`src/rtl/hazard_forward_unit.sv`:
```
// Hazard detection and operand-forward select generation for the pipelined MIPS core.
// Producers are tracked in a shadow pipeline (stages 1..DEPTH); unforwardable load-use cases stall ID.
module hazard_forward_unit #(
  parameter int ADDR_W   = 5,
  parameter int DEPTH    = 3,
  parameter int NSRC     = 2,
  parameter int LOAD_RDY = 3,
  parameter int CNT_W    = 16,
  parameter int SEL_W    = $clog2(DEPTH + 1)
) (
  input  logic                   clk,
  input  logic                   rst_n,
  input  logic                   IdValid,
  input  logic [ADDR_W-1:0]      IdDst,
  input  logic                   IdRegWrite,
  input  logic                   IdMemToReg,
  input  logic [NSRC*ADDR_W-1:0] IdSrc,
  input  logic [NSRC-1:0]        IdSrcUsed,
  input  logic                   IdIsStore,
  input  logic                   Flush,
  output logic                   Stall,
  output logic [NSRC*SEL_W-1:0]  FwdSelEx,
  output logic                   StoreFwdMem,
  output logic [CNT_W-1:0]       StallCount
);

  logic              sh_valid [1:DEPTH];
  logic [ADDR_W-1:0] sh_dst   [1:DEPTH];
  logic              sh_rw    [1:DEPTH];
  logic              sh_load  [1:DEPTH];

  logic [NSRC*SEL_W-1:0] sel_c;
  logic                  late_c;
  logic                  hazard_c;
  logic                  capture;
  logic                  ex_late;
  logic [ADDR_W-1:0]     src_cur;
  int                    hit_k;
  logic                  hit_load;

  always_comb begin
    sel_c    = '0;
    late_c   = 1'b0;
    hazard_c = 1'b0;
    src_cur  = '0;
    hit_k    = 0;
    hit_load = 1'b0;
    for (int s = 0; s < NSRC; s++) begin
      src_cur  = IdSrc[s*ADDR_W +: ADDR_W];
      hit_k    = 0;
      hit_load = 1'b0;
      // scanning oldest to youngest lets the youngest producer win
      for (int k = DEPTH; k >= 1; k--) begin
        if (sh_valid[k] && sh_rw[k] && IdSrcUsed[s] &&
            sh_dst[k] == src_cur && sh_dst[k] != '0) begin
          hit_k    = k;
          hit_load = sh_load[k];
        end
      end
      if (hit_k != 0 && hit_k != DEPTH) begin
        if (!hit_load || hit_k + 1 >= LOAD_RDY)
          sel_c[s*SEL_W +: SEL_W] = SEL_W'(hit_k + 1);
        else if (s == NSRC - 1 && IdIsStore && hit_k + 2 >= LOAD_RDY)
          late_c = 1'b1;
        else
          hazard_c = 1'b1;
      end
    end
  end

  assign Stall   = IdValid && !Flush && hazard_c;
  assign capture = IdValid && !Stall && !Flush;

  always_ff @(posedge clk or negedge rst_n) begin
    if (!rst_n) begin
      for (int k = 1; k <= DEPTH; k++) begin
        sh_valid[k] <= 1'b0;
        sh_dst[k]   <= '0;
        sh_rw[k]    <= 1'b0;
        sh_load[k]  <= 1'b0;
      end
    end else begin
      sh_valid[1] <= capture;
      sh_dst[1]   <= IdDst;
      sh_rw[1]    <= IdRegWrite;
      sh_load[1]  <= IdMemToReg;
      for (int k = 2; k <= DEPTH; k++) begin
        sh_valid[k] <= sh_valid[k-1];
        sh_dst[k]   <= sh_dst[k-1];
        sh_rw[k]    <= sh_rw[k-1];
        sh_load[k]  <= sh_load[k-1];
      end
    end
  end

  // late store-data flag rides with the store: EX copy, then MEM output
  always_ff @(posedge clk or negedge rst_n) begin
    if (!rst_n) begin
      FwdSelEx    <= '0;
      ex_late     <= 1'b0;
      StoreFwdMem <= 1'b0;
      StallCount  <= '0;
    end else begin
      FwdSelEx    <= capture ? sel_c : '0;
      ex_late     <= capture && late_c;
      StoreFwdMem <= ex_late;
      if (Stall && StallCount != {CNT_W{1'b1}})
        StallCount <= StallCount + CNT_W'(1);
    end
  end

endmodule

```
`config.mk`:
```
export PLATFORM = sky130hd
export DESIGN_NAME = hazard_forward_unit
export DESIGN_NICKNAME = d
export VERILOG_FILES = /design/src/rtl/hazard_forward_unit.sv
export SDC_FILE = /design/constraint.sdc
export NUM_CORES = 1
export LEC_CHECK = 0
export CORE_MARGIN = 1
export CORE_UTILIZATION = 50
export DETAILED_ROUTE_END_ITERATION = 10
export GPL_ROUTABILITY_DRIVEN = 1
export PLACE_DENSITY_LB_ADDON = 0.2
export SYNTH_ARGS = -nofsm -noshare
export SYNTH_HDL_FRONTEND = slang
export SYNTH_SLANG_ARGS = --single-unit
```
`constraint.sdc`:
```
create_clock -name clk -period 4 [get_ports clk]
set_input_delay 0.4 -clock clk [delete_from_list [all_inputs] [get_ports clk]]
set_output_delay 0.4 -clock clk [all_outputs]
set_load 0.02 [all_outputs]
```
==> results.json, run 1 <==
{
  "status": "completed",
  "synth-seq-cells": 46,
  "fp.dieArea_mm2": 0.004599,
  "finalClockSkew_ns": 0.007282,
  "setup.worst_path.start": "sh_dst[1]",
  "grt_max_degree": 47,
  "numCtsBuffers": 5,
  "synth_area_per_cell_um2": 11.40,
  "cpMostUsedCell": "nor2_1",
  "finalSetupViolCount": 0,
  "slew_viol_final": 0,
  "critPathMaxFanout": 3,
  "ir_drop_v": 0.0002209,
  "powerDensity_mw_per_mm2": 326.6,
  "worst_pin_slew_ns": 1.002,
  "finalHoldViolCount": 0,
  "max-cap-violations": 0,
  "numPortBuffers": 45,
  "drive_gt1_frac": 0.09053,
  "finish.utilization": 0.6822,
  "synth-seq-area-share": 0.5315,
  "clk_latency_ns": 0.30,
  "grt_usage": 0.2112,
  "dieHeight_um": 67.82,
  "post_cts_buffers": 0,
  "syn2layout_area_growth_pct": 28.71,
  "layout.nets": 272,
  "synth_ff_type": "dfrtp_1",
  "period_share": 0.8453,
  "cts_buffer_depth": 2,
  "worstPathCellList": "or4_1 -> o211ai_1 -> nor2_1 -> and3_1 -> a21oi_1 -> ha_1 -> nor2_1 -> nor4b_2 -> nor2_1 -> nor2_1 -> dlymetal6s2s_1",
  "cts.htree.levels": 2,
  "gp_congestion": 0.8536,
  "r2r_slack_ns": 0.70,
  "ys_types": 35,
  "antenna_left": 0,
  "synth.cell_area_mm2": 0.002166,
  "route.detailed.drc": 0,
  "async_reset_ff_frac": 1.000,
  "cp-start-kind": "flip-flop",
  "antenna_found_initial": 0,
  "drtPass1Iterations": 4,
  "r2r_end": "StallCount[1]",
  "yosysWarnings": 0,
  "cp.arrival_ns": 2.98,
  "path_clk_slew_ns": 0.08,
  "cp_slowest_cell": "or4_1",
  "r2r_start": "sh_dst[11]",
  "worst_ep_required_time_ns": 3.60,
  "synth_fp_nets": 220,
  "synthCells": 190,
  "critical_path_class": "reg2out",
  "rows": 23,
  "grt_pass1_wl_mm": 6.913,
  "routed_wl_mm": 4.304,
  "crit_path_max_incr_delay_ns": 0.54,
  "hold_path.class": "in2async",
  "p_leak_nw": 1.187,
  "end_kind": "output port",
  "cts_root_buffer": "clkbuf_8",
  "rsz0062_at_grt": "false",
  "rr_worst_depth": 12,
  "endpoint": "Stall",
  "core_area_mm2": 0.004086,
  "grt.overflow.total": 0,
  "dp_hpwl_mm": 3.207,
  "fmax_mhz": 295.8,
  "antennaDiodeCount": 0,
  "cts_resized": 0,
  "die_w_um": 67.82,
  "vias": 1541,
  "vias_per_cell": 5.259,
  "hold_buffers": 0,
  "clock_sink_count": 46,
  "start_util": 0.5300,
  "drtIter0Drc": 70,
  "pin_count": 46,
  "min_period_ns": 3.381,
  "routedWlPerCell_um": 14.69,
  "synth_edf_count": 0,
  "grt_pass1_vias": 1509,
  "fin_tns_setup_ns": 0,
  "relSlewSlack": 0.3323,
  "cts_tree": "done"
}
## routing by layer
metal / GRT usage / part of all wire
met1: 0.2581 / 0.44
met2: 0.3490 / 0.49
met3: 0.06333 / 0.060
met4: 0.08333 / 0.016
met5: 0 / 0
## cell families after synthesis
kind of cell / count (synthesis) / synth area share
AO/OA/AOI/OAI: 14 / 0.04853
XOR/XNOR: 43 / 0.1739
AND/OR/NAND/NOR: 69 / 0.1774
buffers and inverters: 9 / 0.01906
adder cells (fa/ha/maj): 6 / 0.03466
flip-flops: 46 / 0.5315
multiplexers: 3 / 0.01502
## worst min-delay path by stage
| stage | from | cells past startpoint | end | slack [ns] |
|---|---|---|---|---|
| 3_3_place_gp | ex_late | 0 | StoreFwdMem | 0.33 |
| 5_1_grt | rst_n | 1 | sh_dst[3] | 0.34 |
| 4_1_cts | rst_n | 1 | sh_dst[3] | 0.28 |
| 6_report | rst_n | 1 | sh_dst[3] | 0.26 |
| 3_5_place_dp | ex_late | 0 | StoreFwdMem | 0.33 |
| 2_1_floorplan | rst_n | 0 | FwdSelEx[0] | 0.10 |
## flip-flops by register name (all words and copies together), names as in the netlist
name         count
FwdSelEx         4
StallCount      16
StoreFwdMem      1
ex_late          1
sh_dst          15
sh_load          3
sh_rw            3
sh_valid         3
## cell usage after synthesis, types with 3 or more instances
master   number  area share
ha_1          6       0.035
nor2_1        9       0.016
nor3_1       10       0.023
dfrtp_1      46        0.53
a21oi_1       5       0.012
nor4_1        5       0.014
or4_1         3       0.010
xor2_1       10       0.040
and2_2        3       0.010
nand2_1      10       0.017
nand4_1       8       0.023
xnor2_1      33        0.13
nand3_1       8       0.018
inv_1         8       0.014
## worst max-delay path, delay by kind of cell, from the launching register on
kind | cells | cell delay, ns
AOI/OAI and AO/OA | 2 | 0.37
and+or+nand+nor | 7 | 1.39
DFF | 1 | 0.42
buffers and inverters | 1 | 0.23
adders and majority gates | 1 | 0.28
## report_power, final
group,internal [mW],total (mW),switching [mW]
Sequential,0.477,0.491,0.0135
Clock,0.184,0.341,0.157
Combinational,0.0439,0.0791,0.0352
Total,0.705,0.910,0.205
## layout by cell type, fill, tap and decap left out, types with 2 or more instances in the layout
| cell type | instances |
|---|---|
| clkinv_2 | 2 |
| nand3_1 | 8 |
| nor4_1 | 5 |
| mux2_2 | 2 |
| dfrtp_1 | 46 |
| o211ai_1 | 2 |
| nand4_1 | 8 |
| or3_1 | 2 |
| and3_1 | 2 |
| clkdlybuf4s50_1 | 43 |
| ha_1 | 6 |
| xnor2_1 | 33 |
| or4_1 | 3 |
| nor2_1 | 9 |
| xor2_1 | 10 |
| inv_1 | 8 |
| nor3_1 | 10 |
| nand2_1 | 10 |
| o21ai_0 | 2 |
| a21oi_1 | 5 |
| clkbuf_8 | 5 |
| and2_2 | 3 |
## final cells by class
type	instances	area, µm²
clock inverter	3	40.04
inverter	8	30.03
timing repair buffer	46	455.4
multi-input combinational	135	979.7
sequential	46	1151
tap	50	62.56
fill	327	1299
clock buffer	5	68.82
## metrics by stage
| stage | hold slack, ns | std cells | setup WS [ns] | instance area, µm² | power, mW |
|---|---|---|---|---|---|
| final | 0.2631 | 293 | 0.6188 | 2788 | 0.9103 |
| after global routing | 0.3409 | 293 | 0.3392 | 2788 | 0.9491 |
| after CTS | 0.2809 | 293 | 0.007033 | 2779 | 0.9182 |
| after detailed placement | 0.3347 | 285 | 0.1928 | 2670 | 0.5800 |
| after global placement | 0.3332 | 285 | 0.2527 | 2670 | 0.5781 |
| after floorplan | 0.1044 | 190 | 0.9079 | 2166 | 0.5331 |
No activity file was read; power rests on OpenSTA's default activity.
==> run 2, diff against run 1 <==
--- a/config.mk
+++ b/config.mk
@@ -6,7 +6,7 @@
 export NUM_CORES = 1
 export LEC_CHECK = 0
 export CORE_MARGIN = 1
-export CORE_UTILIZATION = 50
+export CORE_UTILIZATION = 45
 export DETAILED_ROUTE_END_ITERATION = 10
 export GPL_ROUTABILITY_DRIVEN = 1
 export PLACE_DENSITY_LB_ADDON = 0.2
==> constraint.sdc (replaced) <==
create_clock -name clk -period 3.1 [get_ports clk]
set_input_delay 0.31 -clock clk [delete_from_list [all_inputs] [get_ports clk]]
set_output_delay 0.31 -clock clk [all_outputs]
set_load 0.02 [all_outputs]
==> results.json, run 2 (synthesized netlist as in run 1, its figures left out) <==
{
  "status": "finished with violations",
  "violations": "design-rule violations",
  "rr_worst_depth": 12,
  "layout.nets": 300,
  "syn2layout_area_growth_pct": 43.15,
  "fin_ws_ns": 0.03127,
  "rsz0062_at_grt": "true",
  "path_clk_slew_ns": 0.09,
  "clk_latency_ns": 0.30,
  "fin_area_mm2": 0.003100,
  "critPathMaxFanout": 2,
  "r2r_start": "sh_dst[11]",
  "die_w_um": 71.38,
  "finalSetupViolCount": 0,
  "slew_viol_final": 0,
  "largest_register": "StallCount",
  "dp_worst_setup_slack_ns": -0.4575,
  "place_area_mm2": 0.002875,
  "final-seq-area_mm2": 0.001151,
  "grt_max_degree": 47,
  "drive_gt1_frac": 0.2509,
  "numCtsBuffers": 5,
  "numPortBuffers": 45,
  "cp.arrival_ns": 2.76,
  "cts_root_buffer": "clkbuf_8",
  "worst_pin_slew_ns": 1.020,
  "fillers": 337,
  "grt_pass1_vias": 1722,
  "wl_met3_um": 254,
  "cp-start-kind": "flip-flop",
  "largest_reg_flops": 16,
  "start_util": 0.4841,
  "drtPass1Iterations": 7,
  "end_kind": "output port",
  "min_period_ns": 3.069,
  "critical_path_class": "reg2out",
  "worst_ep_required_time_ns": 2.79,
  "rows": 24,
  "r2r_slack_ns": 0.09,
  "powerDensity_mw_per_mm2": 364.7,
  "period_share": 0.9899,
  "finalHoldViolCount": 0,
  "fp.dieArea_mm2": 0.005094,
  "gp_congestion": 0.8859,
  "setup.worst_path.start": "sh_dst[1]",
  "pin_count": 46,
  "dr_wl_met2_mm": 2.462,
  "final_cell_mix": "dfrtp_1 (46), clkdlybuf4s50_1 (43), xnor2_1 (33)",
  "hold_path.class": "in2async",
  "dr.max_layer_used": "met4",
  "vias": 1678,
  "route.detailed.drc": 5,
  "fmax_mhz": 325.9,
  "antenna_left": 0,
  "finalClockSkew_ns": 0.01040,
  "antenna_found_initial": 0,
  "grt.overflow.total": 0,
  "cts_buffer_depth": 2,
  "layout_commonest_cell": "dfrtp_1",
  "cts_tree": "done",
  "vias_per_cell": 5.195,
  "routedWlPerCell_um": 15.02,
  "post_cts_buffers": 0,
  "r2r_end": "StallCount[1]",
  "antennaDiodeCount": 0,
  "dieHeight_um": 71.38,
  "grt_pass1_wl_mm": 7.872,
  "dp_hpwl_mm": 3.336,
  "ir_drop_v": 0.0002275,
  "max-cap-violations": 0,
  "hold_buffers": 0,
  "clock_sink_count": 46,
  "reg.largest.list": "StallCount: 16 flops, sh_dst: 15 flops, FwdSelEx: 4 flops",
  "core_area_mm2": 0.004474,
  "drtIter0Drc": 75,
  "p_leak_nw": 1.307,
  "cts.htree.levels": 2,
  "wl_met1_mm": 2.042,
  "multi_input_area_mm2": 0.001106,
  "relSlewSlack": 0.3200,
  "routed_wl_mm": 4.851,
  "grt_usage": 0.2019
}
## run 2: through the flow
step | total power [mW] | cells | hold WS, ns | utilization | setup TNS, ns
finish | 1.131 | 323 | 0.1828 | 0.6930 | 0
floorplan | 0.6878 | 190 | 0.01441 | - | 0
global route | 1.178 | 323 | 0.2615 | 0.6930 | -0.7263
CTS | 1.144 | 322 | 0.2074 | 0.6737 | -0.03373
detailed placement | 0.7693 | 314 | 0.3409 | 0.6426 | -3.465
global placement | 0.7677 | 314 | 0.3349 | 0.6426 | -2.304
## run 2: how the worst max path moves through the flow
stage | depth (start not counted) | to
6_report | 11 | Stall
5_1_grt | 11 | Stall
4_1_cts | 12 | Stall
3_5_place_dp | 13 | Stall
3_3_place_gp | 11 | Stall
2_1_floorplan | 10 | Stall
## run 2: what timing repair did
item                                    4_1_cts  5_1_grt
resized for setup                            13       16
pin swaps                                     7       10
gates cloned                                  0        1
endpoints found under the setup margin       16       22
## run 2: where the power goes
group,switching [mW],internal [mW]
combinational,0.0587,0.0749
sequential,0.0108,0.616
clock,0.191,0.180
total,0.260,0.871
## run 2: routing by layer
metal,vias up,GRT usage
met3,13,0.04219
met2,45,0.3397
met5,-,0
li1,815,-
met1,805,0.2576
met4,0,0.07556
## run 2: cell type report
class	instances	share of cell area
clock buffers	7	0.02785
well taps	52	0.02098
repair buffers	73	0.2119
flip-flops and latches	46	0.3713
inverters	8	0.009685
multi-input cells	136	0.3567
clock inverters	1	0.001614
## run 2: worst max-delay path, stage by stage, from the launching register on
cell and delay (ns):
dfrtp_1 0.38, or4_1 0.53, o211ai_1 0.20, nor2_1 0.09, and3_4 0.16, a21oi_4 0.16, ha_4 0.24, nor2_4 0.11
nor4b_4 0.24, nor2_2 0.07, nor2_1 0.11, buf_4 0.15
